**src/rtl/pipe_ctrl.sv**
```systemverilog
// pipe_ctrl: pipeline sequencer for the 5-stage core.
// Drives stall/flush controls, owns the fetch PC redirect and sequences
// trap-entry settle bubbles and multi-cycle divide waits (with timeout).
module pipe_ctrl #(
  parameter int unsigned XLEN     = 32,
  parameter int unsigned TRAP_LAT = 2,
  parameter int unsigned DIV_MAX  = 40
) (
  input  logic            clk,
  input  logic            rst_n,
  input  logic            trap_req,
  input  logic [XLEN-1:0] trap_vec,
  input  logic            mret_req,
  input  logic [XLEN-1:0] mepc,
  input  logic            ex_bj_flag,
  input  logic [XLEN-1:0] ex_bj_addr,
  input  logic            ex_div_start,
  input  logic            div_done,
  input  logic            ex_is_load,
  input  logic [4:0]      ex_rd,
  input  logic [4:0]      id_rs1,
  input  logic [4:0]      id_rs2,
  input  logic            id_rs1_used,
  input  logic            id_rs2_used,
  output logic            pipe_stall,
  output logic            if_flush,
  output logic            id_flush,
  output logic            ex_flush,
  output logic            redirect_valid,
  output logic [XLEN-1:0] redirect_pc,
  output logic            div_kill,
  output logic            div_timeout,
  output logic [1:0]      ctrl_state
);

  localparam int unsigned CNT_W  = 4;
  localparam int unsigned DCNT_W = 8;

  // Trap settle reload value and the last divide-wait count before timeout
  localparam logic [CNT_W-1:0]  TRAP_LAT_C = CNT_W'(TRAP_LAT);
  localparam logic [DCNT_W-1:0] DIV_LAST   = DCNT_W'(DIV_MAX - 2);
  localparam logic [DCNT_W-1:0] DCNT_SAT   = '1;

  typedef enum logic [1:0] {
    S_RUN       = 2'd0,
    S_TRAP_WAIT = 2'd1,
    S_DIV_BUSY  = 2'd2
  } state_t;

  state_t            state, state_nx;
  logic [CNT_W-1:0]  cnt, cnt_nx;
  logic [DCNT_W-1:0] dcnt, dcnt_nx;
  logic              redir_nx;
  logic [XLEN-1:0]   redir_pc_nx;
  logic              kill_nx;
  logic              tmo_nx;
  logic              luh;

  // Load-use hazard: loaded register is read by the instruction in ID
  assign luh = ex_is_load && (ex_rd != 5'd0) &&
               ((id_rs1_used && (id_rs1 == ex_rd)) ||
                (id_rs2_used && (id_rs2 == ex_rd)));

  assign ctrl_state = state;

  // State, counters and registered outputs; reset is synchronous
  always_ff @(posedge clk) begin
    if (!rst_n) begin
      state          <= S_RUN;
      cnt            <= '0;
      dcnt           <= '0;
      redirect_valid <= 1'b0;
      redirect_pc    <= '0;
      div_kill       <= 1'b0;
      div_timeout    <= 1'b0;
    end else begin
      state          <= state_nx;
      cnt            <= cnt_nx;
      dcnt           <= dcnt_nx;
      redirect_valid <= redir_nx;
      redirect_pc    <= redir_pc_nx;
      div_kill       <= kill_nx;
      div_timeout    <= tmo_nx;
    end
  end

  // Next-state, arbitration and same-cycle stall/flush controls
  always_comb begin
    state_nx    = state;
    cnt_nx      = cnt;
    dcnt_nx     = dcnt;
    redir_nx    = 1'b0;
    redir_pc_nx = redirect_pc;
    kill_nx     = 1'b0;
    tmo_nx      = 1'b0;
    pipe_stall  = 1'b0;
    if_flush    = 1'b0;
    id_flush    = 1'b0;
    ex_flush    = 1'b0;

    unique case (state)
      S_RUN: begin
        if (trap_req) begin
          if_flush    = 1'b1;
          id_flush    = 1'b1;
          ex_flush    = 1'b1;
          redir_nx    = 1'b1;
          redir_pc_nx = trap_vec;
          state_nx    = S_TRAP_WAIT;
          cnt_nx      = TRAP_LAT_C;
        end else if (mret_req) begin
          if_flush    = 1'b1;
          id_flush    = 1'b1;
          redir_nx    = 1'b1;
          redir_pc_nx = mepc;
        end else if (ex_bj_flag) begin
          if_flush    = 1'b1;
          id_flush    = 1'b1;
          redir_nx    = 1'b1;
          redir_pc_nx = ex_bj_addr;
        end else if (ex_div_start) begin
          pipe_stall  = 1'b1;
          state_nx    = S_DIV_BUSY;
          dcnt_nx     = '0;
        end else if (luh) begin
          pipe_stall  = 1'b1;
          id_flush    = 1'b1;
        end
      end

      S_TRAP_WAIT: begin
        pipe_stall = 1'b1;
        if (trap_req) begin
          // Nested trap wins and restarts the settle window
          if_flush    = 1'b1;
          id_flush    = 1'b1;
          ex_flush    = 1'b1;
          redir_nx    = 1'b1;
          redir_pc_nx = trap_vec;
          cnt_nx      = TRAP_LAT_C;
        end else if (cnt <= CNT_W'(1)) begin
          state_nx = S_RUN;
          cnt_nx   = '0;
        end else begin
          cnt_nx = cnt - CNT_W'(1);
        end
      end

      S_DIV_BUSY: begin
        if (trap_req) begin
          // Interrupt aborts the divide; any same-cycle result is discarded
          if_flush    = 1'b1;
          id_flush    = 1'b1;
          ex_flush    = 1'b1;
          redir_nx    = 1'b1;
          redir_pc_nx = trap_vec;
          kill_nx     = 1'b1;
          state_nx    = S_TRAP_WAIT;
          cnt_nx      = TRAP_LAT_C;
        end else if (div_done) begin
          state_nx = S_RUN;
        end else if (dcnt == DIV_LAST) begin
          // Pulses land on the edge where dcnt would reach DIV_MAX-1
          pipe_stall = 1'b1;
          kill_nx    = 1'b1;
          tmo_nx     = 1'b1;
          state_nx   = S_RUN;
        end else begin
          pipe_stall = 1'b1;
          if (dcnt != DCNT_SAT) begin
            dcnt_nx = dcnt + DCNT_W'(1);
          end
        end
      end

      default: begin
        state_nx = S_RUN;
        cnt_nx   = '0;
        dcnt_nx  = '0;
      end
    endcase
  end

endmodule

```
**config.mk**
```make
export PLATFORM = sky130hd
export DESIGN_NAME = pipe_ctrl
export DESIGN_NICKNAME = d
export VERILOG_FILES = /design/src/rtl/pipe_ctrl.sv
export SDC_FILE = /design/constraint.sdc
export NUM_CORES = 1
export LEC_CHECK = 0
export ABC_AREA = 1
export CAP_MARGIN = 20
export CORE_MARGIN = 2
export CORE_UTILIZATION = 40
export DETAILED_ROUTE_END_ITERATION = 8
export PLACE_DENSITY = 0.91
export SLEW_MARGIN = 20
export SYNTH_ARGS = -nofsm -noshare
export SYNTH_HDL_FRONTEND = slang
export SYNTH_SLANG_ARGS = --single-unit
export TNS_END_PERCENT = 100
```
**constraint.sdc**
```tcl
create_clock -name clk -period 2.1 [get_ports clk]
set_clock_uncertainty 0.2 [all_clocks]
set_input_delay 0.525 -clock clk [delete_from_list [all_inputs] [get_ports clk]]
set_output_delay 0.525 -clock clk [all_outputs]
set_load 0.005 [all_outputs]
```
Word level (Yosys, flattened, before mapping)
Cells that the tools add are included.
{"block": "word_totals", "reg_bits": 49, "output_inout_bits": 41}
{"block": "classes", "addsub": 2, "n_eq_ne": 23, "muxes": 50, "n_bitwise": 3, "magnitude_cmp": 1, "n_reduce_logical": 16}
{"operator": "$mux 32", "count": 4}
{"operator": "$mux 8", "count": 8}
{"operator": "$pmux 32 s2", "count": 1}
{"operator": "$pmux 8 s3", "count": 1}
{"operator": "$ne 2x2->1 const B", "count": 10}
{"operator": "$mux 1", "count": 19}
{"operator": "$mux 2", "count": 9}
{"operator": "$mux 4", "count": 3}
{"operator": "$eq 5x5->1", "count": 2}
{"operator": "$ne 3x3->1 const B", "count": 3}
{"operator": "$reduce_and 9->1", "count": 1}
{"operator": "$add 8x1->8 const B", "count": 1}
{"operator": "$eq 8x6->1 const B", "count": 1}
{"operator": "$ne 4x4->1 const B", "count": 2}
{"operator": "$ne 8x8->1 const B", "count": 1}
{"operator": "$pmux 4 s2", "count": 1}
{"operator": "$pmux 2 s3", "count": 1}
{"operator": "$reduce_and 6->1", "count": 1}
{"operator": "$reduce_or 3->1", "count": 2}
{"operator": "$reduce_bool 5->1", "count": 1}
{"operator": "$le 4x1->1 const B", "count": 1}
{"operator": "$logic_and 1x1->1", "count": 4}
{"operator": "$ne 2x1->1 const B", "count": 2}
{"operator": "$pmux 1 s2", "count": 2}
{"operator": "other kinds (11)", "count": 14}

Depth between registers and ports, before layout
{"block": "logic_depth", "depth_word": 10, "ltp_mapped": 10, "depth_no_buf": 10}

Worst setup path before layout
OpenSTA, ideal clock, no wires.
{"block": "synth_path", "path_type": "register to output", "startpoint": "register state[0] (netlist: ctrl_state[0])", "endpoint": "output port id_flush", "required_time_ns": 1.375, "slack_ns": 0.069, "stages_incl_launch_ff": 7, "arrival_time_ns": 1.306, "path_cell_list": "dfxtp_1 inv_1 ha_1 nand2_1 a21oi_1 inv_1 o21ai_0"}
{"block": "synth_between", "elab_chain_len": 3, "elab_cells_between_ends": 5}
{"item": "start, declared", "line": "50", "text": "state_t state, state_nx;"}
{"item": "start signal, assigned", "line": "77", "text": "state <= state_nx;"}
{"item": "$eq 2x2->1 or $eq 2x1->1 (tied branches)", "line": "101", "text": "unique case (state)"}
{"item": "$reduce_or 2->1 (no line)"}
{"item": "$pmux 1 s2 *", "line": "101"}
{"item": "end, declared", "line": "27", "text": "output logic id_flush,"}
Mark *: on every way between the ends. The rest lies on a longest branch, timed or not.

Worst setup path in the final report
{"block": "layout_path", "startpoint": "input port trap_req", "endpoint": "output port pipe_stall"}
{"block": "layout_between", "elab_chain_len": 2, "elab_cells_between_ends": 3}
{"item": "start, declared", "line": "11", "text": "input logic trap_req,"}
{"item": "$mux 1 (on tied branches)", "line": "150, 103"}
{"item": "$pmux 1 s3 *", "line": "101"}
{"item": "end, declared", "line": "25", "text": "output logic pipe_stall,"}
Marked as above.

==> results by group <==
Worst setup path
  • Crit path launch: trap_req
  • R2R cell count: 13
  • R2R Path End: dcnt[5]
  • Startpoint Class: input pin
  • Crit Path Max Fanout: 4
  • Arr. time, crit path: 1.52 ns
  • Worst flop-to-flop path startpoint: ctrl_state[1]
  • CP endpoint kind: primary output
  • Setup slack, reg-to-reg: 0.06 ns
  • Setup CP Type: input pin to primary output
  • CP required: 1.37 ns

Clocking
  • Max Root-Sink Buffers: 2
  • Sink Count: 49
  • H-tree levels: 2
  • Clk_lat worst skew: 0.30 ns
  • Clk root buf: clkbuf_8
  • Clock slew at reported path FFs: 0.08 ns
  • Hold_buf cts: 0
  • CTS tree: done
  • CTS buffer count: 5

Placed design
  • Placer Congestion: 0.945
  • Dpl ws: -0.959 ns
  • Placed Cells: 764
  • Detail Placement HPWL: 7960 um
  • PortBufs: 161
  • Post-DP Area: 4980 um^2

Power
  • Tot Pwr: 0.00318 W
  • Max IR drop VDD: 0.254 mV
  • PD cells: 613 nW/um^2
  • LEAKAGE: 2.24 nW

Route
  • DRC Markers: 0
  • DRT antenna net count: 0
  • First-pass iteration count of the detailed router: 5
  • Average wire per standard cell: 14.2 um
  • Vias per Instance: 5.22
  • Final wirelength: 11,000 um
  • Initial DRC count: 265
  • Vias: 4,058

STA
  • Final setup fails: 3
  • RSZ-0062 raised after global routing: true
  • FMAX: 446 MHz
  • Endpoints failing hold: 0
  • Fin crit share: 107%
  • Setup total negative slack: -0.291 ns
  • Tmin final: 2.24 ns
  • Relative slew margins: 69.4%
  • Max Slew Vio Count: 0
  • Post-route setup slack: -0.140 ns
  • Worst slew pin tran: 0.458 ns

Floorplan
  • Full die area: 8470 um^2
  • Starting density of the core: 40.8%
  • CORE AREA: 7610 um^2
  • IO Pins: 162
  • Die width: 92.0 um
  • Die Ht: 92.0 um
  • Rows: 32

Synthesis
  • Syn Std Cell Area: 3100 um^2
  • Most used DFF post-synth: dfxtp_1
  • Commonest cells in the netlist: 162 x nand2_1, 49 x dfxtp_1, 44 x nand3_1
  • FF+latch count, synth: 49
  • Sequential share of the synthesized area: 31.6%
  • Mapped Avg Cell Area: 6.19 um^2
  • Yosys warning total: 0
  • Number of flops mapped to enable cells by yosys: 0
  • Most common cell in the netlist: nand2_1
  • Share of the synthesized area in the top cell type: 31.6%
  • Syn_nets: 631
  • Synth area leader: dfxtp_1
  • Share of flip-flops with an asynchronous set or reset: 0%
  • Netlist cell types: 26
  • Ranking of synthesized cells by area: dfxtp_1 32%, nand2_1 20%, nand3_1 7.1%
  • Cells after Synth: 501

Global route
  • First-pass GRT wire length: 17,800 um
  • Largest net degree at the start of global routing: 40
  • Gr usage total: 25.5%
  • GR Overflow Total: 0
  • Number of global-route vias before repair: 4,043
  • Initial antenna violation count: 0

Min path
  • Hold depth: 2
  • Hold Crit Class: flip-flop to flip-flop
  • WHS Endpoint: cnt[1]
  • Hold path startpoint: cnt[1]

Final layout
  • Antenna Cells: 0
  • Area grow syn2layout: 67.2%
  • Final Non-Filler Cells: 777
  • Share of cells above drive strength 1: 15.1%
  • Layout net count: 804
  • Post-Layout Inst Area: 5180 um^2

Run
  • Number of max-cap violations: 0

Run status
  • Status: finished, violations left
  • Failing checks: negative setup slack
placed cells by master (no fill, tap or decap), types with 2 or more instances in the layout:
cell | synthesis | final
a21oi_1 | 19 | 18
a31oi_1 | 33 | 33
buf_12 | 0 | 3
buf_2 | 4 | 5
buf_4 | 3 | 30
buf_6 | 0 | 12
clkbuf_2 | 0 | 5
clkbuf_8 | 0 | 6
clkdlybuf4s15_2 | 0 | 2
clkdlybuf4s50_1 | 0 | 135
dfxtp_1 | 49 | 47
dfxtp_2 | 0 | 2
dlygate4sd2_1 | 0 | 3
ha_1 | 9 | 8
inv_1 | 32 | 22
inv_2 | 2 | 8
inv_4 | 0 | 4
nand2_1 | 162 | 151
nand2_2 | 1 | 12
nand3_1 | 44 | 44
nand4_1 | 7 | 7
nor2_1 | 24 | 21
nor2_2 | 1 | 3
nor2_4 | 1 | 2
nor3_1 | 7 | 6
o21ai_0 | 41 | 39
o21ai_1 | 28 | 30
xor2_1 | 4 | 4
area by class of cell:
type                    count  area, um^2
clock buffers               6        82.6
clock inverters             2        37.5
fillers                   645        2420
inverters                  34         138
multi-input cells         387        1920
flip-flops and latches     49         983
well taps                 102         128
repair buffers            197        1890
critical path, stage by stage:
cell	delay, ns
clkdlybuf4s15_1	0.25
inv_2	0.13
nand2_1	0.09
inv_2	0.08
nand2_1	0.07
inv_1	0.06
nand2_1	0.05
a21oi_1	0.12
buf_2	0.13
sequential cells by signal (all words and copies together) (netlist names):
register,flops
cnt,4
div_timeout,1
redirect_valid,1
div_kill,1
redirect_pc,32
dcnt,8
ctrl_state,2
worst max-delay path by stage:
| stage | to |
|---|---|
| 2_1_floorplan | id_flush |
| 3_3_place_gp | pipe_stall |
| 3_5_place_dp | pipe_stall |
| 4_1_cts | pipe_stall |
| 5_1_grt | pipe_stall |
| 6_report | pipe_stall |
kinds of logic after synthesis:
group,count (synthesis),share of synthesized area [%]
XOR/XNOR,5,1.41
AND/OR/NAND/NOR,250,33.5
AO/OA/AOI/OAI,123,21.4
adder cells (fa/ha/maj),9,3.63
buffers and inverters,65,8.39
flip-flops,49,31.6
through the flow:
stage | hold WS [ns] | utilization, %
3_5_place_dp | 0.276 | 65.4
5_1_grt | 0.317 | 68.2
2_1_floorplan | 0.258 | -
4_1_cts | 0.288 | 67.4
3_3_place_gp | 0.272 | 65.4
6_report | 0.288 | 68.2
report_power, final:
| group | switching (W) | internal [W] |
|---|---|---|
| Clock | 0.000314 | 0.000387 |
| Sequential | 0.0000691 | 0.00106 |
| Combinational | 0.000632 | 0.000718 |
routing by layer:
layer / routed length (um) / share of wire [%] / track usage [%] / vias to the layer above
met4: 255 / 2.3 / 8.33 / 0
met3: 830 / 7.5 / 6.74 / 28
li1: - / - / - / 2019
met2: 5520 / 50 / 46.1 / 180
met5: 0 / 0 / 0 / -
met1: 4400 / 40 / 29.1 / 1831
what timing repair did:
action                                 4_1_cts  5_1_grt
setup endpoints to repair                   38       22
endpoints found under the hold margin        0        0
gates resized for setup                     95       41
pin swaps                                   29       19
buffers inserted                             4        1
Note: power is estimated with default switching activity, not from simulation.
